### config.mk
export PLATFORM = sky130hd
export DESIGN_NAME = parity_frame_tx
export DESIGN_NICKNAME = d
export VERILOG_FILES = /design/src/rtl/parity_frame_pkg.sv /design/src/rtl/frame_bit_timer.sv /design/src/rtl/parity_frame_tx.sv
export SDC_FILE = /design/constraint.sdc
export NUM_CORES = 1
export LEC_CHECK = 0
export BUFFER_PORTS_ARGS = -buffer_cell sky130_fd_sc_hd__buf_2
export CAP_MARGIN = 30
export CORE_UTILIZATION = 47
export CTS_BUF_LIST = sky130_fd_sc_hd__clkbuf_8 sky130_fd_sc_hd__clkbuf_16
export DETAILED_ROUTE_END_ITERATION = 12
export GPL_TIMING_DRIVEN = 0
export PLACE_DENSITY_LB_ADDON = 0.12
export SLEW_MARGIN = 20
export SYNTH_ARGS = -nofsm -noshare
export SYNTH_HDL_FRONTEND = slang
export SYNTH_HIERARCHICAL = 1
export SYNTH_SLANG_ARGS = --single-unit
### constraint.sdc
create_clock -name clk -period 1.89 [get_ports clk]
set_clock_uncertainty 0.2 [all_clocks]
set_input_delay 0.189 -clock clk [delete_from_list [all_inputs] [get_ports clk]]
set_output_delay 0.189 -clock clk [all_outputs]
set_load 0.005 [all_outputs]
### src/rtl/parity_frame_pkg.sv
// Shared types and helpers for the parity serial frame transmitter.
// Build option: ODD_PARITY_EN selects odd parity; default is even parity.
package parity_frame_pkg;

    // Widest word calc_parity accepts; narrower words are zero-extended,
    // which does not change the XOR reduction.
    localparam int unsigned MAX_DATA_W = 64;

    typedef enum logic [2:0] {
        IDLE,
        START,
        DATA,
        PARITY,
        STOP
    } frame_state_t;

    function automatic logic calc_parity(input logic [MAX_DATA_W-1:0] data);
`ifdef ODD_PARITY_EN
        return ~^data;
`else
        return ^data;
`endif
    endfunction

endpackage

### src/rtl/frame_bit_timer.sv
// Bit-period tick generator: tick is high on the last clk of every serial bit.
// Cleared on reset and when a new word is accepted so every frame starts aligned.
module frame_bit_timer #(
    parameter int unsigned CLKS_PER_BIT = 4
) (
    input  logic clk,
    input  logic reset,
    input  logic clear,
    output logic tick
);

    localparam int unsigned CNT_W = (CLKS_PER_BIT > 1) ? $clog2(CLKS_PER_BIT) : 1;
    localparam logic [CNT_W-1:0] CNT_LAST = CNT_W'(CLKS_PER_BIT - 1);

    logic [CNT_W-1:0] cnt;

    assign tick = (cnt == CNT_LAST);

    // Count 0..CLKS_PER_BIT-1, wrapping on every bit boundary.
    always_ff @(posedge clk) begin
        if (reset || clear) begin
            cnt <= '0;
        end else if (tick) begin
            cnt <= '0;
        end else begin
            cnt <= cnt + 1'b1;
        end
    end

endmodule

### src/rtl/parity_frame_tx.sv
// Serial frame transmitter: start(0), data LSB-first, parity, stop(1), idle high.
// Build option: ODD_PARITY_EN (handled in parity_frame_pkg::calc_parity).
module parity_frame_tx
    import parity_frame_pkg::*;
#(
    parameter int unsigned DATA_W       = 4,
    parameter int unsigned CLKS_PER_BIT = 4
) (
    input  logic              clk,
    input  logic              reset,
    input  logic              in_valid,
    output logic              in_ready,
    input  logic [DATA_W-1:0] in_data,
    output logic              tx,
    output logic              busy,
    output logic              frame_done
);

    localparam int unsigned BIT_W = (DATA_W > 1) ? $clog2(DATA_W) : 1;
    localparam logic [BIT_W-1:0] BIT_LAST = BIT_W'(DATA_W - 1);

    frame_state_t      state, state_next;
    logic [DATA_W-1:0] shreg, shreg_next;
    logic              par, par_next;
    logic [BIT_W-1:0]  bit_cnt, bit_cnt_next;
    logic              tx_next;
    logic              accept;
    logic              tick;

    assign in_ready = (state == IDLE);
    assign busy     = (state != IDLE);
    assign accept   = in_valid && in_ready;
    // Decoded straight from the state and timer flops, so it is a clean
    // single-cycle pulse on the final STOP clock and vanishes with reset.
    assign frame_done = (state == STOP) && tick;

    frame_bit_timer #(
        .CLKS_PER_BIT(CLKS_PER_BIT)
    ) u_timer (
        .clk  (clk),
        .reset(reset),
        .clear(accept),
        .tick (tick)
    );

    // State, shift register, parity, bit counter and line register.
    always_ff @(posedge clk) begin
        if (reset) begin
            state   <= IDLE;
            shreg   <= '0;
            par     <= 1'b0;
            bit_cnt <= '0;
            tx      <= 1'b1;
        end else begin
            state   <= state_next;
            shreg   <= shreg_next;
            par     <= par_next;
            bit_cnt <= bit_cnt_next;
            tx      <= tx_next;
        end
    end

    // Next-state, datapath updates, and the line value for the next cycle.
    always_comb begin
        state_next   = state;
        shreg_next   = shreg;
        par_next     = par;
        bit_cnt_next = bit_cnt;
        tx_next      = 1'b1;

        unique case (state)
            IDLE: begin
                if (in_valid) begin
                    state_next   = START;
                    shreg_next   = in_data;
                    par_next     = calc_parity(MAX_DATA_W'(in_data));
                    bit_cnt_next = '0;
                end
            end
            START: begin
                if (tick) state_next = DATA;
            end
            DATA: begin
                if (tick) begin
                    shreg_next = shreg >> 1;
                    if (bit_cnt == BIT_LAST) begin
                        state_next   = PARITY;
                        bit_cnt_next = '0;
                    end else begin
                        bit_cnt_next = bit_cnt + 1'b1;
                    end
                end
            end
            PARITY: begin
                if (tick) state_next = STOP;
            end
            STOP: begin
                if (tick) state_next = IDLE;
            end
            default: state_next = IDLE;
        endcase

        // tx is registered: it carries the bit for the state being entered,
        // so the start bit appears the cycle right after the accepting edge.
        unique case (state_next)
            START:   tx_next = 1'b0;
            DATA:    tx_next = shreg_next[0];
            PARITY:  tx_next = par_next;
            default: tx_next = 1'b1;
        endcase
    end

endmodule

* Yosys cells after proc, flatten, opt, wreduce, memory -nomap -nowiden
Index checks and enable logic that the tools add are counted.
Word-level totals: register bits after elaboration 13, input bits 7, output and inout port bits 4, word-level logic and storage cells 46
Cells by class: add/subtract/negate cells 2, equal/unequal tests 11, mux-type cells 17, reductions and logical operators 9
Operators with widths (count):
- 64-bit XOR reduction | 1
- 3-bit 2-to-1 mux | 6
- 3-bit one-hot mux with 5 select lines | 1
- 3-bit by 2-bit == test with 1-bit output, second input constant | 4
- 4-bit 2-to-1 mux | 2
- 4-bit one-hot mux with 2 select lines | 1
- 3-bit by 1-bit == test with 1-bit output, second input constant | 2
- 2-bit 2-to-1 mux | 3
- 2-bit by 1-bit adder with 2-bit output, second input constant | 2
- 2-bit == test, second input constant | 2
- 2-bit != test, second input constant | 2
- 2-bit one-hot mux with 2 select lines | 1
- 3-bit == test, second input constant | 1
- 3-bit zero test | 1
- 1-bit one-hot mux with 3 select lines | 1
- 3-bit AND reduction | 1
- 3-bit nonzero test | 1
- 1-bit logical AND | 2
- 1-bit 2-to-1 mux | 2
- 2-bit nonzero test | 1
- 2-bit OR reduction | 1
- 1-bit logical OR | 1

* Depth between registers and ports, before layout
Gate-level depths: netlist (run 1).
depth in word-level cells 6, gate-level depth with buffers 6, mapped depth without buffers 5

* Cells and area by module
Netlist (run 1), hierarchy kept.
By module, submodules not included:
- parity_frame_tx | times used 1, cells each 69, area an instance 609.3 um2, seq. area each 220.2 um2
- frame_bit_timer | times used 1, cells each 5, area an instance 80.1 um2, seq. area each 40.0 um2

* Worst setup path after synthesis (run 1)
No wires, ideal clock.
path type register to register, start point reg u_timer.cnt[0], end point reg tx, setup time 137 ps, arrival time 1453 ps, data required time 1553 ps, setup slack 100 ps, cell stages (with the launch flop) 7, path buffers 1, clock period less this slack 1790 ps, path through dfxtp_1 -> ha_1 -> clkbuf_1 -> and3_1 -> o31a_2 -> a211oi_2 -> a311oi_2
Between the ends: cells in the longest elaborated chain, start to end 5, elaborated cells between the ends (all ways) 12, those cells by class 4 x eq/ne; 8 x mux
RTL lines:
- from (decl) | line frame_bit_timer.sv:15 | logic [CNT_W-1:0] cnt;
- from (signal assigned) | line frame_bit_timer.sv:26 | cnt <= cnt + 1'b1;
- 2-bit == test (*) | line frame_bit_timer.sv:17 | assign tick = (cnt == CNT_LAST);
- named net tick | line parity_frame_tx.sv:28 | logic tick;
- 3-bit 2-to-1 mux, on equally long branches
- 3-bit one-hot mux with 5 select lines | line parity_frame_tx.sv:71 | unique case (state)
- 3-bit by 2-bit == test with 1-bit output or 3-bit by 1-bit == test with 1-bit output (tied branches) | line parity_frame_tx.sv:105 | unique case (state_next)
- 1-bit one-hot mux with 3 select lines (*) | line parity_frame_tx.sv:105
- to (signal assigned) | line parity_frame_tx.sv:59 | tx <= tx_next;
- to (decl) | line parity_frame_tx.sv:14 | output logic tx,
Mark *: on every way through the listed nets, which the timed path passes. The rest lies on a longest branch. The select of a mux whose other input is x is not followed. A chain may end at the register's enable or synchronous reset.

* Worst setup path after layout (run 1)
Ends and elaborated chain as after synthesis.

==> impl_metrics.json, run 1 <==
{
  "ys_types": 34,
  "setup.worst_path.class": "register to register",
  "netlist_instances": 74,
  "tritoncts.num_buffers": 3,
  "crit_required_ns": 1.79,
  "cts_sinks": 13,
  "power.total_mw": 0.6473,
  "cts_tree": "yes",
  "cp_cell_sequence": "ha_2 -> clkbuf_4 -> and3_1 -> o31a_2 -> a211oi_2 -> a311oi_2",
  "min_period_ns": 1.814,
  "grt_use_total_pct": 19.95,
  "htreeDepth": 1,
  "vias_per_cell": 5.578,
  "vias": 608,
  "ios": 11,
  "max_stage_delay_ns": 0.33,
  "hold_path.class": "input port to register",
  "io_buffers": 10,
  "worstSetupStartpointType": "register",
  "leakage_nw": 0.3844,
  "antenna_left": 0,
  "worstPathMaxFanout": 10,
  "ys_ff_latch": 13,
  "nFillCells": 125,
  "drv_cap": 0,
  "status": "completed",
  "slew_headroom_pct": 68.60,
  "setup_ws_ns": 0.07627,
  "syn_area_per_cell_um2": 9.316,
  "finalWirelength_mm": 1.465,
  "first_pass_iters": 4,
  "synth-seq-area-share_pct": 37.75,
  "coreArea_um2": 1334,
  "critPathArrivalTime_ns": 1.72,
  "place_hpwl_um": 934.1,
  "clock_path_buffers": 2,
  "routabilityCongestion": 0.6844,
  "die_height_um": 40.30,
  "cp_top_family": "compound AO/OA/AOI/OAI gates",
  "syn_nets": 83,
  "synth_edf_count": 0,
  "tightest_slew_ns": 0.4710,
  "ir_drop_mv": 0.5779,
  "pre_cts_slack_ns": -0.07472,
  "synth_ff_type": "dfxtp_1",
  "netlist_area_um2": 689.4,
  "nets": 104,
  "dieArea_um2": 1624,
  "grt_pass1_wl_mm": 2.042,
  "die_w_um": 40.30,
  "synth_top_area_share_pct": 37.75,
  "clk_pin_slew_ns": 0.06,
  "cts_root_buf": "clkbuf_8",
  "drive_above_1_share_pct": 37.23,
  "end_kind": "register",
  "yosys_warnings": 6,
  "rsz0062_at_grt": "false",
  "drt_iter0_markers": 5,
  "setup_violations": 0,
  "route.detailed.drc": 0,
  "hold_slack_ns": 0.03696,
  "yosysTopAreaCell": "dfxtp_1",
  "initial_core_util_pct": 51.69,
  "grt_max_degree": 11,
  "post_drt_wl_per_cell_um": 13.44,
  "antenna_found_initial": 0,
  "report.final.hold_viol_count": 0,
  "clock_latency_ns": 0.24,
  "utilization_pct": 65.67,
  "rows": 13,
  "power.density_nw_per_um2": 739.1,
  "seq_area_um2": 260.3,
  "clock.fmax_mhz": 551.3,
  "grt_pass1_vias": 473,
  "n_antenna_cell": 0,
  "cp_num_buf_inv": 1,
  "netlist_top_cells_area": "dfxtp_1 (38%), nor2_1 (6.0%), a22oi_1 (5.4%), ha_1 (3.6%), nor4b_4 (3.4%)",
  "slew_viol_final": 0,
  "multi_input_area_um2": 409.1,
  "postSynth.asyncResetShare_pct": 0,
  "crit_path_top_delay_cell": "dfxtp_1",
  "grt_overflow": 0,
  "period_share_pct": 95.96,
  "syn_to_final_growth_pct": 27.04
}
[state kept, by name, indices dropped and copies added, names as in the netlist]
name	count
shreg	4
state	3
bit_cnt	2
u_timer/cnt	2
par	1
tx	1
[worst paths after layout]
check | start | cells past startpoint | slack, ns | to
worst min-delay path | in_data[3] | 3 | 0.04 | shreg[3]$_SDFFE_PP0P_
worst max register to register | u_timer/cnt[0]$_SDFF_PP0_ | 6 | 0.08 | tx$_SDFF_PP1_
worst max-delay path | u_timer/cnt[0]$_SDFF_PP0_ | 6 | 0.08 | tx$_SDFF_PP1_
worst min register to register | u_timer/cnt[0]$_SDFF_PP0_ | 1 | 0.26 | u_timer/cnt[0]$_SDFF_PP0_
[what timing repair did]
action / CTS / global route
setup buffers: 0 / 5
endpoints found under the setup margin: 5 / 6
endpoints found under the hold margin: 2 / 0
pin swaps: 0 / 2
gates resized for setup: 2 / 5
hold buffers: 1 / 0
[layout make-up]
cell class              count  area share (%)
clock inverters             1          0.5714
repair buffers             16           11.14
flip-flops and latches     13           29.71
clock buffers               3           4.714
well taps                  15           2.143
inverters                   3           1.286
multi-input cells          53           46.71
plain buffers               5           3.714
[per-layer routing]
layer,track usage [%],vias up,routed length (um),share of wire (%)
met3,5.000,2,30,2.0
met2,35.89,8,800,55
met1,21.33,289,620,42
li1,-,309,-,-
met5,0,-,0,0
met4,10.00,0,14,0.96
[power breakdown]
part	internal, mW	switching [mW]	leakage [nW]
logic	0.0530	0.0519	0.252
registers	0.290	0.00911	0.107
clock network	0.145	0.0983	0.0255
total	0.488	0.159	0.384
[kinds of logic after synthesis]
logic type | synth area share [%]
AND/OR/NAND/NOR | 27.58
AO/OA/AOI/OAI | 19.96
flip-flops | 37.75
buffers and inverters | 5.808
XOR/XNOR | 3.812
adder cells (fa/ha/maj) | 3.629
multiplexers | 1.452
[worst min-delay path, stage by stage]
cell and delay, ns:
buf_2 0.09, a22oi_1 0.07, nor2_1 0.08
[synth_stat cells, types with 2 or more instances]
| cell type | count |
|---|---|
| clkbuf_1 | 2 |
| inv_1 | 3 |
| nor2b_1 | 2 |
| nor2_1 | 11 |
| a21oi_1 | 4 |
| xnor2_1 | 2 |
| dfxtp_1 | 13 |
| ha_1 | 2 |
| and3_1 | 2 |
| nand2_1 | 4 |
| a22oi_1 | 5 |
| buf_2 | 2 |
[metrics by stage]
step	area (um2)	instances	setup TNS (ns)
final	875.8	109	0
after floorplan	689.4	74	0
after detailed placement	758.2	99	-0.2176
after global placement	758.2	99	-0.1116
after CTS	818.3	104	0
after global routing	875.8	109	0
[placed cells by master, fill, tap and decap left out, types with 3 or more instances in the layout]
cell	instances
a21oi_1	4
a22oi_1	5
buf_2	12
buf_4	5
clkbuf_8	3
dfxtp_1	13
inv_1	3
nand2_1	4
nor2_1	11
No activity file was read; power rests on OpenSTA's default activity.
==> inputs of run 2 (changes only) <==
--- a/config.mk
+++ b/config.mk
@@ -12,6 +12,7 @@
 export DETAILED_ROUTE_END_ITERATION = 12
 export GPL_TIMING_DRIVEN = 0
 export PLACE_DENSITY_LB_ADDON = 0.12
+export REMOVE_ABC_BUFFERS = 1
 export SLEW_MARGIN = 20
 export SYNTH_ARGS = -nofsm -noshare
 export SYNTH_HDL_FRONTEND = slang
==> run 2 against run 1 <==
Maximum frequency rose by 5.1%. Wire length is 17% lower. Clock power about the same. Total power decreased by 1.9%. Largest cell class unchanged. Highest routed layer unchanged.
==> impl_metrics.json, run 2 (synthesized netlist as in run 1, its figures left out) <==
{
  "ios": 11,
  "reg_top3": "shreg: 4 flops, state: 3 flops",
  "initial_core_util_pct": 51.69,
  "largest_register_ffs": 4,
  "io_buffers": 10,
  "final_common_cell": "dfxtp_1",
  "grt_pass1_wl_mm": 1.980,
  "coreArea_um2": 1334,
  "drive_above_1_share_pct": 29.07,
  "pre_cts_slack_ns": 0.03467,
  "status": "completed",
  "nets": 96,
  "cts_sinks": 13,
  "regMostFlops": "shreg",
  "clock_path_buffers": 2,
  "mostFrequentLayoutCells": "dfxtp_1 (13), nor2_1 (11), buf_2 (10)",
  "n_antenna_cell": 0,
  "dieArea_um2": 1624,
  "report.final.hold_viol_count": 0,
  "grt_pass1_vias": 467,
  "setup.worst_path.class": "register to primary output",
  "clock.fmax_mhz": 579.4,
  "tns_ns": 0,
  "critPathArrivalTime_ns": 1.34,
  "die_w_um": 40.30,
  "tightest_slew_ns": 0.4237,
  "reg2reg_slack_ns": 0.18,
  "grt_max_degree": 14,
  "rsz0062_at_grt": "false",
  "syn_to_final_growth_pct": 15.97,
  "timing.rr.start": "u_timer/cnt[0]$_SDFF_PP0_",
  "vias": 570,
  "post_drt_wl_per_cell_um": 12.11,
  "power.density_nw_per_um2": 794.3,
  "leakage_nw": 0.3438,
  "finalWirelength_mm": 1.223,
  "hold_path.class": "input port to register",
  "rows": 13,
  "setup_violations": 0,
  "cp-startpoint": "state[0]$_SDFF_PP0_",
  "period_share_pct": 91.32,
  "antenna_found_initial": 0,
  "end_kind": "primary output",
  "tritoncts.num_buffers": 3,
  "routabilityCongestion": 0.6918,
  "cts_tree": "yes",
  "die_height_um": 40.30,
  "ir_drop_mv": 0.4880,
  "hold_slack_ns": 0.03652,
  "crit_required_ns": 1.50,
  "first_pass_iters": 4,
  "nFillCells": 125,
  "antenna_left": 0,
  "hp-start": "in_data[3]",
  "grt_use_total_pct": 18.39,
  "clk_pin_slew_ns": 0.06,
  "clock_latency_ns": 0.24,
  "cts_root_buf": "clkbuf_8",
  "worstPathMaxFanout": 12,
  "drv_cap": 0,
  "worstSetupStartpointType": "register",
  "slew_viol_final": 0,
  "place_hpwl_um": 836.3,
  "route.detailed.drc": 0,
  "slew_headroom_pct": 71.71,
  "vias_per_cell": 5.644,
  "drt_iter0_markers": 9,
  "min_period_ns": 1.726,
  "setup_ws_ns": 0.1640,
  "cts_hold_buf": 0,
  "grt_overflow": 0,
  "htreeDepth": 1
}
run 2: layout make-up:
type / instances / area (um2) / share of cell area, %
multi-input combinational: 53 / 391.6 / 48.98
sequential: 13 / 260.3 / 32.55
timing repair buffer: 13 / 72.57 / 9.077
inverter: 3 / 11.26 / 1.408
clock buffer: 3 / 41.29 / 5.164
clock inverter: 1 / 3.754 / 0.4695
tap: 15 / 18.77 / 2.347
run 2: worst max-delay path, stage by stage, from the launching register on:
cell and delay (ns):
dfxtp_1 0.43, or3_2 0.51, inv_1 0.06, buf_2 0.10
run 2: what timing repair did:
item,in CTS,in global routing
setup endpoints to repair,0,3
setup buffers,0,3
hold endpoints to repair,0,0
resized for setup,0,1
run 2: stage by stage:
step | cell area (um2) | utilization (%) | total power [mW] | instances
3_3_place_gp | 729.5 | 54.69 | 0.3878 | 94
2_1_floorplan | 660.6 | - | 0.3621 | 69
3_5_place_dp | 729.5 | 54.69 | 0.3892 | 94
4_1_cts | 774.5 | 58.07 | 0.6322 | 98
5_1_grt | 799.5 | 59.94 | 0.6650 | 101
6_report | 799.5 | 59.94 | 0.6351 | 101
run 2: power breakdown:
group / leakage [nW] / internal, mW / switching [mW] / total (mW)
Clock: 0.0269 / 0.143 / 0.101 / 0.245
Sequential: 0.107 / 0.290 / 0.0122 / 0.302
Combinational: 0.210 / 0.0465 / 0.0419 / 0.0885
run 2: worst paths after layout:
| check | to | depth (start not counted) |
|---|---|---|
| worst max-delay path | in_ready | 3 |
| worst min-delay path | shreg[3]$_SDFFE_PP0P_ | 3 |
| worst max register to register | tx$_SDFF_PP1_ | 5 |
| worst min register to register | u_timer/cnt[0]$_SDFF_PP0_ | 1 |
run 2: routing by layer:
metal	vias up	part of all wire, %	global-route usage, %
met2	13	43	25.81
li1	291	-	-
met5	-	0	0
met4	0	1.2	7.500
met1	264	52	26.17
met3	2	3.8	5.000
